===== config.mk =====
export PLATFORM = sky130hd
export DESIGN_NAME = usart_tx_arbiter
export DESIGN_NICKNAME = d
export VERILOG_FILES = /design/src/rtl/usart_pkg.sv /design/src/rtl/usart_rr_picker.sv /design/src/rtl/usart_tx_arbiter.sv
export SDC_FILE = /design/constraint.sdc
export NUM_CORES = 1
export LEC_CHECK = 0
export ABC_AREA = 1
export CORE_ASPECT_RATIO = 0.5
export CORE_MARGIN = 1
export CORE_UTILIZATION = 43
export CTS_CLUSTER_DIAMETER = 150
export CTS_CLUSTER_SIZE = 25
export DETAILED_ROUTE_END_ITERATION = 10
export PLACE_DENSITY = 0.74
export SLEW_MARGIN = 20
export SYNTH_ARGS = -nofsm -noshare
export SYNTH_HDL_FRONTEND = slang
export SYNTH_SLANG_ARGS = --single-unit

===== constraint.sdc =====
create_clock -name clock -period 1.3 [get_ports clock]
set_input_delay 0.195 -clock clock [delete_from_list [all_inputs] [get_ports clock]]
set_output_delay 0.195 -clock clock [all_outputs]
set_load 0.1 [all_outputs]

===== src/rtl/usart_pkg.sv =====
// usart_pkg
//   Shared definitions for the USART transmit path: default byte width and
//   the state encoding of the transmit arbiter.
package usart_pkg;

  localparam int USART_DATA_W = 8;

  typedef enum logic [2:0] {
    ST_IDLE      = 3'd0,
    ST_LOAD      = 3'd1,
    ST_START     = 3'd2,
    ST_WAIT_BUSY = 3'd3,
    ST_WAIT_DONE = 3'd4
  } usart_arb_state_e;

endpackage


===== src/rtl/usart_rr_picker.sv =====
// usart_rr_picker
//   Combinational two-way round-robin pick. With a single requester valid
//   it simply picks that one. With both valid it picks the one that did
//   not win last time.
// Ports:
//   valid_i        requester valid bits, bit 0 = requester 0
//   last_winner_i  index of the requester that owned the previous packet
//   pick_o         one-hot pick, 00 when nothing is valid
module usart_rr_picker (
  input  logic [1:0] valid_i,
  input  logic       last_winner_i,
  output logic [1:0] pick_o
);

  always_comb begin
    pick_o = valid_i;
    if (valid_i == 2'b11) begin
      pick_o = last_winner_i ? 2'b01 : 2'b10;
    end
  end

endmodule


===== src/rtl/usart_tx_arbiter.sv =====
// usart_tx_arbiter
//   Shares one USART tx engine between two byte-stream requesters. The
//   engine is granted round-robin per packet. A packet is a run of bytes
//   that ends with a byte flagged last. The owner keeps the engine until
//   its last byte has gone out, or until it leaves valid low in LOAD for
//   LOCK_TIMEOUT cycles.
// Ports:
//   clock, reset             system clock, synchronous active-high reset
//   reqN_valid/data/last     requester N byte stream
//   reqN_ready               byte accepted this cycle (LOAD state only)
//   tx_start                 one-cycle start pulse to the tx engine
//   tx_data                  byte being transmitted, held until the next capture
//   tx_busy                  engine is shifting a frame
//   grant                    one-hot current owner, 00 when idle
//   lock_timeout             one-cycle pulse when a lock is force-released
//
// state      | meaning
// -----------+------------------------------------------------------------
// IDLE       | no owner; grant once the engine is free and a valid is high
// LOAD       | owner may hand over a byte; the lock timer runs while it is absent
// START      | tx_start pulse for the captured byte
// WAIT_BUSY  | waiting for the engine to acknowledge with busy
// WAIT_DONE  | waiting for the frame to finish; release or fetch the next byte
module usart_tx_arbiter
  import usart_pkg::*;
#(
  parameter int DATA_W       = USART_DATA_W,
  parameter int LOCK_TIMEOUT = 1024
) (
  input  logic              clock,
  input  logic              reset,
  input  logic              req0_valid,
  input  logic [DATA_W-1:0] req0_data,
  input  logic              req0_last,
  output logic              req0_ready,
  input  logic              req1_valid,
  input  logic [DATA_W-1:0] req1_data,
  input  logic              req1_last,
  output logic              req1_ready,
  output logic              tx_start,
  output logic [DATA_W-1:0] tx_data,
  input  logic              tx_busy,
  output logic [1:0]        grant,
  output logic              lock_timeout
);

  localparam int TO_W = $clog2(LOCK_TIMEOUT + 1);

  usart_arb_state_e  state_q, state_d;
  logic [1:0]        grant_q, grant_d;
  logic [DATA_W-1:0] tx_data_q, tx_data_d;
  logic              last_winner_q, last_winner_d;
  logic [TO_W-1:0]   cnt_q, cnt_d;
  logic              cap_last_q, cap_last_d;

  logic [1:0]        valid_vec;
  logic [1:0]        pick;
  logic              owner_valid;
  logic [DATA_W-1:0] owner_data;
  logic              owner_last;

  assign valid_vec   = {req1_valid, req0_valid};
  assign owner_valid = |(grant_q & valid_vec);
  assign owner_data  = grant_q[1] ? req1_data : req0_data;
  assign owner_last  = grant_q[1] ? req1_last : req0_last;

  usart_rr_picker u_picker (
    .valid_i       (valid_vec),
    .last_winner_i (last_winner_q),
    .pick_o        (pick)
  );

  always_ff @(posedge clock) begin
    if (reset) begin
      state_q       <= ST_IDLE;
      grant_q       <= 2'b00;
      tx_data_q     <= '0;
      last_winner_q <= 1'b1;
      cnt_q         <= '0;
      cap_last_q    <= 1'b0;
    end else begin
      state_q       <= state_d;
      grant_q       <= grant_d;
      tx_data_q     <= tx_data_d;
      last_winner_q <= last_winner_d;
      cnt_q         <= cnt_d;
      cap_last_q    <= cap_last_d;
    end
  end

  always_comb begin
    state_d       = state_q;
    grant_d       = grant_q;
    tx_data_d     = tx_data_q;
    last_winner_d = last_winner_q;
    cnt_d         = cnt_q;
    cap_last_d    = cap_last_q;
    req0_ready    = 1'b0;
    req1_ready    = 1'b0;
    tx_start      = 1'b0;
    lock_timeout  = 1'b0;

    case (state_q)
      ST_IDLE: begin
        // The engine may still be finishing a frame started before a reset.
        if (!tx_busy && (|valid_vec)) begin
          grant_d = pick;
          state_d = ST_LOAD;
        end
      end
      ST_LOAD: begin
        req0_ready = grant_q[0] & req0_valid;
        req1_ready = grant_q[1] & req1_valid;
        if (owner_valid) begin
          tx_data_d  = owner_data;
          cap_last_d = owner_last;
          cnt_d      = '0;
          state_d    = ST_START;
        end else if (cnt_q == TO_W'(LOCK_TIMEOUT - 1)) begin
          lock_timeout  = 1'b1;
          last_winner_d = grant_q[1];
          grant_d       = 2'b00;
          cnt_d         = '0;
          state_d       = ST_IDLE;
        end else begin
          cnt_d = cnt_q + TO_W'(1);
        end
      end
      ST_START: begin
        tx_start = 1'b1;
        state_d  = ST_WAIT_BUSY;
      end
      ST_WAIT_BUSY: begin
        if (tx_busy) begin
          state_d = ST_WAIT_DONE;
        end
      end
      ST_WAIT_DONE: begin
        if (!tx_busy) begin
          if (cap_last_q) begin
            last_winner_d = grant_q[1];
            grant_d       = 2'b00;
            state_d       = ST_IDLE;
          end else begin
            state_d = ST_LOAD;
          end
        end
      end
      default: begin
        state_d = ST_IDLE;
        grant_d = 2'b00;
      end
    endcase
  end

  assign grant   = grant_q;
  assign tx_data = tx_data_q;

endmodule

======== Word level (Yosys, flattened, before mapping) ========
Index checks and enable logic that the tools add are counted.
storage, ports and cells
  logic and storage cells ................. 65
  input port bits ......................... 23
  output and inout bits ................... 14
  register bits ........................... 26
cells by class
  mux-type cells .......................... 30
  bitwise gates (word level) .............. 4
  equal/unequal tests ..................... 13
  add/subtract/negate cells ............... 1
  reductions and logical operators ........ 11
operators by type and width
  cell                                             count
  2-to-1 mux 11 bit                                2
  2-to-1 mux 3 bit                                 5
  case mux 3 bit (5 select lines)                  1
  2-to-1 mux 2 bit                                 7
  2-to-1 mux 1 bit                                 12
  != test 2 bit, second input constant             6
  adder 11 x 1 -> 11 bit, second input constant    1
  == test 11 x 10 -> 1 bit, second input constant  1
  2-to-1 mux 8 bit                                 1
  case mux 2 bit (4 select lines)                  1
  == test 3 x 2 -> 1 bit, second input constant    2
  AND reduction 6 bit                              1
  OR reduction 2 bit                               3
  AND reduction 5 bit                              1
  AND reduction 4 bit                              1
  == test 3 x 1 -> 1 bit, second input constant    1
  == test 3 bit, second input constant             1
  zero test 3 bit                                  1
  != test 3 bit, second input constant             1
  AND 1 bit                                        2
  AND 2 bit                                        1
  == test 2 bit, second input constant             1
  case mux 1 bit (2 select lines)                  1
  AND reduction 2 bit                              1
  other kinds (4)                                  4

======== Logic depth before layout (Yosys ltp) ========
  word-level depth ........................ 4
  depth in mapped cells ................... 9
  gate-level depth less buffers ........... 9

======== By module ========
Synthesis repeated with hierarchy kept, for this count alone.
unflattened totals
  cells, all modules ...................... 216
  area total of the unflattened synthesis .. 1453.9 um2
modules (own cells, without submodules)
  module            instances  area an instance (um2)  cells an instance  sequential area each (um2)
  usart_tx_arbiter  1          1432.6                  211                520.5
  usart_rr_picker   1          21.3                    5                  0.0

======== Worst setup path before layout ========
Ideal clock, no wire load.
  path kind ............................... reg-to-output
  from .................................... register grant_q[0], in the netlist grant[0]
  to ...................................... output port lock_timeout
  data required time ...................... 1.105 ns
  arrival time ............................ 3.858 ns
  path slack .............................. -2.753 ns
  stages on the path, launching flop included .. 4
  path buffers ............................ 0
  cell sequence ........................... dfxtp_1 nand2_1 nand2_1 nor4_1
on the way
  word-level cells in the longest chain between the ends .. 4
RTL lines
  element                   line                     text
  start: declaration        usart_tx_arbiter.sv:50   logic [1:0] grant_q, grant_d;
  start signal: assignment  usart_tx_arbiter.sv:83   grant_q <= grant_d;
  AND 2 bit                 usart_tx_arbiter.sv:63   assign owner_valid = |(grant_q & valid_vec);
  OR reduction 2 bit        usart_tx_arbiter.sv:63
  2-to-1 mux 1 bit          usart_tx_arbiter.sv:114  if (owner_valid) begin
  2-to-1 mux 1 bit          usart_tx_arbiter.sv:103  case (state_q)
  end: declaration          usart_tx_arbiter.sv:44   output logic lock_timeout
Every way passes these cells.

======== Worst setup path after layout ========
  from .................................... register cnt_q[1]
  to ...................................... output port lock_timeout
on the way
  word-level cells in the longest chain between the ends .. 4
RTL lines
  element                   line                     text
  start: declaration        usart_tx_arbiter.sv:53   logic [TO_W-1:0] cnt_q, cnt_d;
  start signal: assignment  usart_tx_arbiter.sv:86   cnt_q <= cnt_d;
  == test 11 x 10 -> 1 bit  usart_tx_arbiter.sv:119  end else if (cnt_q == TO_W'(LOCK_TIMEOUT - 1)) begin
  2-to-1 mux 1 bit          usart_tx_arbiter.sv:119
  2-to-1 mux 1 bit          usart_tx_arbiter.sv:114
  2-to-1 mux 1 bit          usart_tx_arbiter.sv:103
Every way passes these cells.

==> impl_metrics.csv <==
group,metric,value,unit
timing,final_hold_vio_count,0,
clock_tree,clk_latency,280,ps
setup_path,worstPathRequired,1110,ps
logic_synthesis,synth_compound_area_frac,0.152,
setup_path,critical-path-top-delay-family,"simple AND/OR/NAND/NOR gates",
global_route,grt_antenna_before_repair,0,
floorplan,start_util,0.466,
logic_synthesis,synth.yosys.seq_area_share,0.360,
logic_synthesis,synth_flop_cell,"dfxtp_1",
finish,finalNetCount,318,
logic_synthesis,postSynthRegisterBits,26,
floorplan,chipHeight,43.0,µm
route,drt_drc_violations_left,0,
setup_path,ff2ff_path_depth,10,
finish,regArea,543,µm²
logic_synthesis,multiplexer_fraction_of_the_synthesized_cell_area,0,
timing,timing.max_slew.rel_slack,0.786,
finish,area_growth,84.2,%
floorplan,io_pins,37,
route,wl_per_cell,17.2,µm
setup_path,crit_chain,"ha_4 -> nand2_4 -> nor2_4 -> nand3_4 -> nor4_4 -> buf_12",
finish,antenna_cells_inserted,0,
power_and_ir_drop,ir_worst_vdd,0.548,mV
route,detail_route.iter0.violations,67,
floorplan,rows,14,
run_status,violations,"negative setup slack",
setup_path,classification_of_the_worst_setup_path,"flop to primary output",
floorplan,floorplan.core_area,3100,µm²
floorplan,die-area,3610,µm²
setup_path,crit_start_category,"flop",
timing,min_period,1740,ps
logic_synthesis,synth-xor-area-share,0.0121,
logic_synthesis,post_synth_fa_ha_maj_area_fraction,0.00866,
clock_tree,ctsRootBufferMaster,"clkbuf_8",
job,max_cap_viol_count,0,
power_and_ir_drop,p_total,2.38,mW
logic_synthesis,synth_top_cell_area_share,0.360,
logic_synthesis,synth.top_cells.by_area,"dfxtp_1 36%, nand2_1 17%, nor2_1 7.0%, inv_1 5.5%, o21ai_0 4.5%",
worst_hold_path,worst_min_delay_path_class,"input pin to flop",
run_status,run_status,"finished with violations",
setup_path,max_stage_delay,370,ps
global_route,largest_net_degree_at_the_start_of_global_routing,20,
route,wirelength,5710,µm
setup_path,critPathMaxFanout,2,
timing,worst_clock_skew,8.81,ps
clock_tree,cts_tree,"built",
clock_tree,numClockSinks,26,
power_and_ir_drop,static-leakage-power,1.13,nW
placement,place_congestion,0.820,
setup_path,critical_path_end_type,"primary output",
worst_hold_path,cell_depth_of_the_worst_min_delay_path,3,
clock_tree,max-clock-path-buffers,2,
logic_synthesis,syn_area_per_cell,6.75,µm²
logic_synthesis,synth_simple_gate_area_share,0.367,
route,drt_first_pass_iters,4,
setup_path,worst_path_max_delay_cell,"dfxtp_2",
global_route,grt_pass1_vias,1783,
placement,buffer_ports.inserted,36,
logic_synthesis,synth_top_family_by_area,"simple AND/OR/NAND/NOR gates",
timing,final-max-slew-violation-count,0,
timing,final.setup.tns,-4780,ps
timing,fin_ws,-443,ps
route,detail-route-antenna-nets,0,
timing,setup_violations,21,
logic_synthesis,yosys_warnings,0,
timing,maxClockFrequency,0.574,GHz
global_route,global_route.overflow_total,0,
clock_tree,clk_transition_reported_paths,100,ps
logic_synthesis,post_synth_num_cell_types,33,
route,vias,1824,
timing,rsz0062_at_grt,"true",
placement,dp_worst_setup_slack,-283,ps
floorplan,horiz_die_dim,84.0,µm
setup_path,timing.critical_path.arrival,1550,ps
finish,final_design_area_no_fill,2660,µm²
setup_path,regToRegSetupSlack,-270,ps
timing,fin_crit_sh,1.34,
finish,multiInputGateArea,1000,µm²
clock_tree,tritoncts.num_buffers,3,
logic_synthesis,syn-instance-count,214,
setup_path,critical_path_cell_count,6,
timing,max_slew.worst_pin.slew,318,ps
setup_path,worst-path-buf-inv,1,
logic_synthesis,synth_edf_count,0,
placement,placed_area,2300,µm²
power_and_ir_drop,power_density,894,nW/µm²
global_route,grt_usage,0.282,
finish,layout_fillers,154,
global_route,global_route_wire_length_before_repair,8000,µm
finish,layout-drive-gt1-share,0.451,
route,post_drt_via_cell_ratio,5.48,
logic_synthesis,synthesis.area,1450,µm²
logic_synthesis,yosysTopAreaCell,"dfxtp_1",
placement,detailedPlacementHpwl,2810,µm
logic_synthesis,synth.net_count,238,
logic_synthesis,asyncSetResetFlopFracSynth,0,
clock_tree,clock_tree.htree_level_count,1,
cell families (layout without fill, tap and decap cells):
| logic type | Yosys count | after routing |
|---|---|---|
| simple gates | 116 | 116 |
| compound gates | 37 | 37 |
| flops | 26 | 26 |
| xor+xnor | 2 | 2 |
| fa+ha+maj | 1 | 1 |
| buf+inv | 32 | 111 |
cell usage after synthesis (all sizes together) (2+ instances only):
| master | number |
|---|---|
| nand2 | 67 |
| nor2 | 31 |
| dfxtp | 26 |
| inv | 24 |
| o21ai | 14 |
| nand3 | 12 |
| a31oi | 9 |
| a21oi | 7 |
| buf | 5 |
| o21a | 4 |
| clkbuf | 2 |
| nand4 | 2 |
stage by stage:
stage	hold slack, ps	cells	util
2_1_floorplan	348	214	-
3_3_place_gp	451	314	0.742
3_5_place_dp	465	314	0.742
4_1_cts	477	328	0.815
5_1_grt	488	333	0.858
6_report	479	333	0.858
sequential cells by signal, summed over array words and instances (netlist names):
register,count
cnt_q,11
cap_last_q,1
last_winner_q,1
grant,2
tx_data,8
state_q,3
timing repair:
action,CTS,global route
hold buffers,0,0
pin swaps,17,15
buffers inserted,12,8
endpoints found under the hold margin,0,0
setup endpoints to repair,28,29
resized for setup,31,30
worst paths after layout:
kind / start / to
worst min register to register: cnt_q[3] / cnt_q[3]
worst max register to register: cnt_q[1] / cnt_q[10]
worst min-delay path: req1_data[1] / tx_data[1]
worst max-delay path: cnt_q[1] / lock_timeout
area by class of cell:
class,count,area share
multi-input cells,156,0.377
repair buffers,82,0.339
flip-flops and latches,26,0.204
inverters,25,0.0409
clock buffers,4,0.0207
well taps,40,0.0188
cell usage in the layout (no fill, tap or decap), types with 2 or more instances in the layout:
cell type and count:
inv_1 19, nand3_4 5, o21a_1 4, nand4_1 2, nor2_4 8, a21oi_1 2
buf_4 35, nor2_2 3, clkdlybuf4s50_1 20, nand2_4 7, nor2_1 20, dfxtp_2 15
o21ai_0 11, o21ai_2 2, nand3_2 2, a31oi_1 9, nand2_2 9, buf_6 9
nand3_1 5, clkbuf_8 4, buf_12 16, inv_2 2, dfxtp_1 10, dlygate4sd2_1 2
clkinvlp_4 2, a21oi_2 5, nand2_1 51
worst reg2reg max path: cells and delay by family (launching register included):
family | cells | cell delay, ps
flip-flops | 1 | 370
AO/OA/AOI/OAI | 1 | 130
adder cells (fa/ha/maj) | 1 | 150
AND/OR/NAND/NOR | 5 | 530
buffers and inverters | 3 | 290
power by group:
group / leakage, nW / internal, mW / switching (mW)
combinational: 0.885 / 0.372 / 0.569
clock: 0.0288 / 0.272 / 0.276
sequential: 0.218 / 0.844 / 0.0467
layer usage:
metal	part of all wire	global-route usage	vias to the layer above
met4	0.041	0.100	0
met3	0.062	0.0700	30
met1	0.42	0.319	853
met5	0	0	-
li1	-	-	838
met2	0.48	0.526	103
No activity file was read; power rests on OpenSTA's default activity.
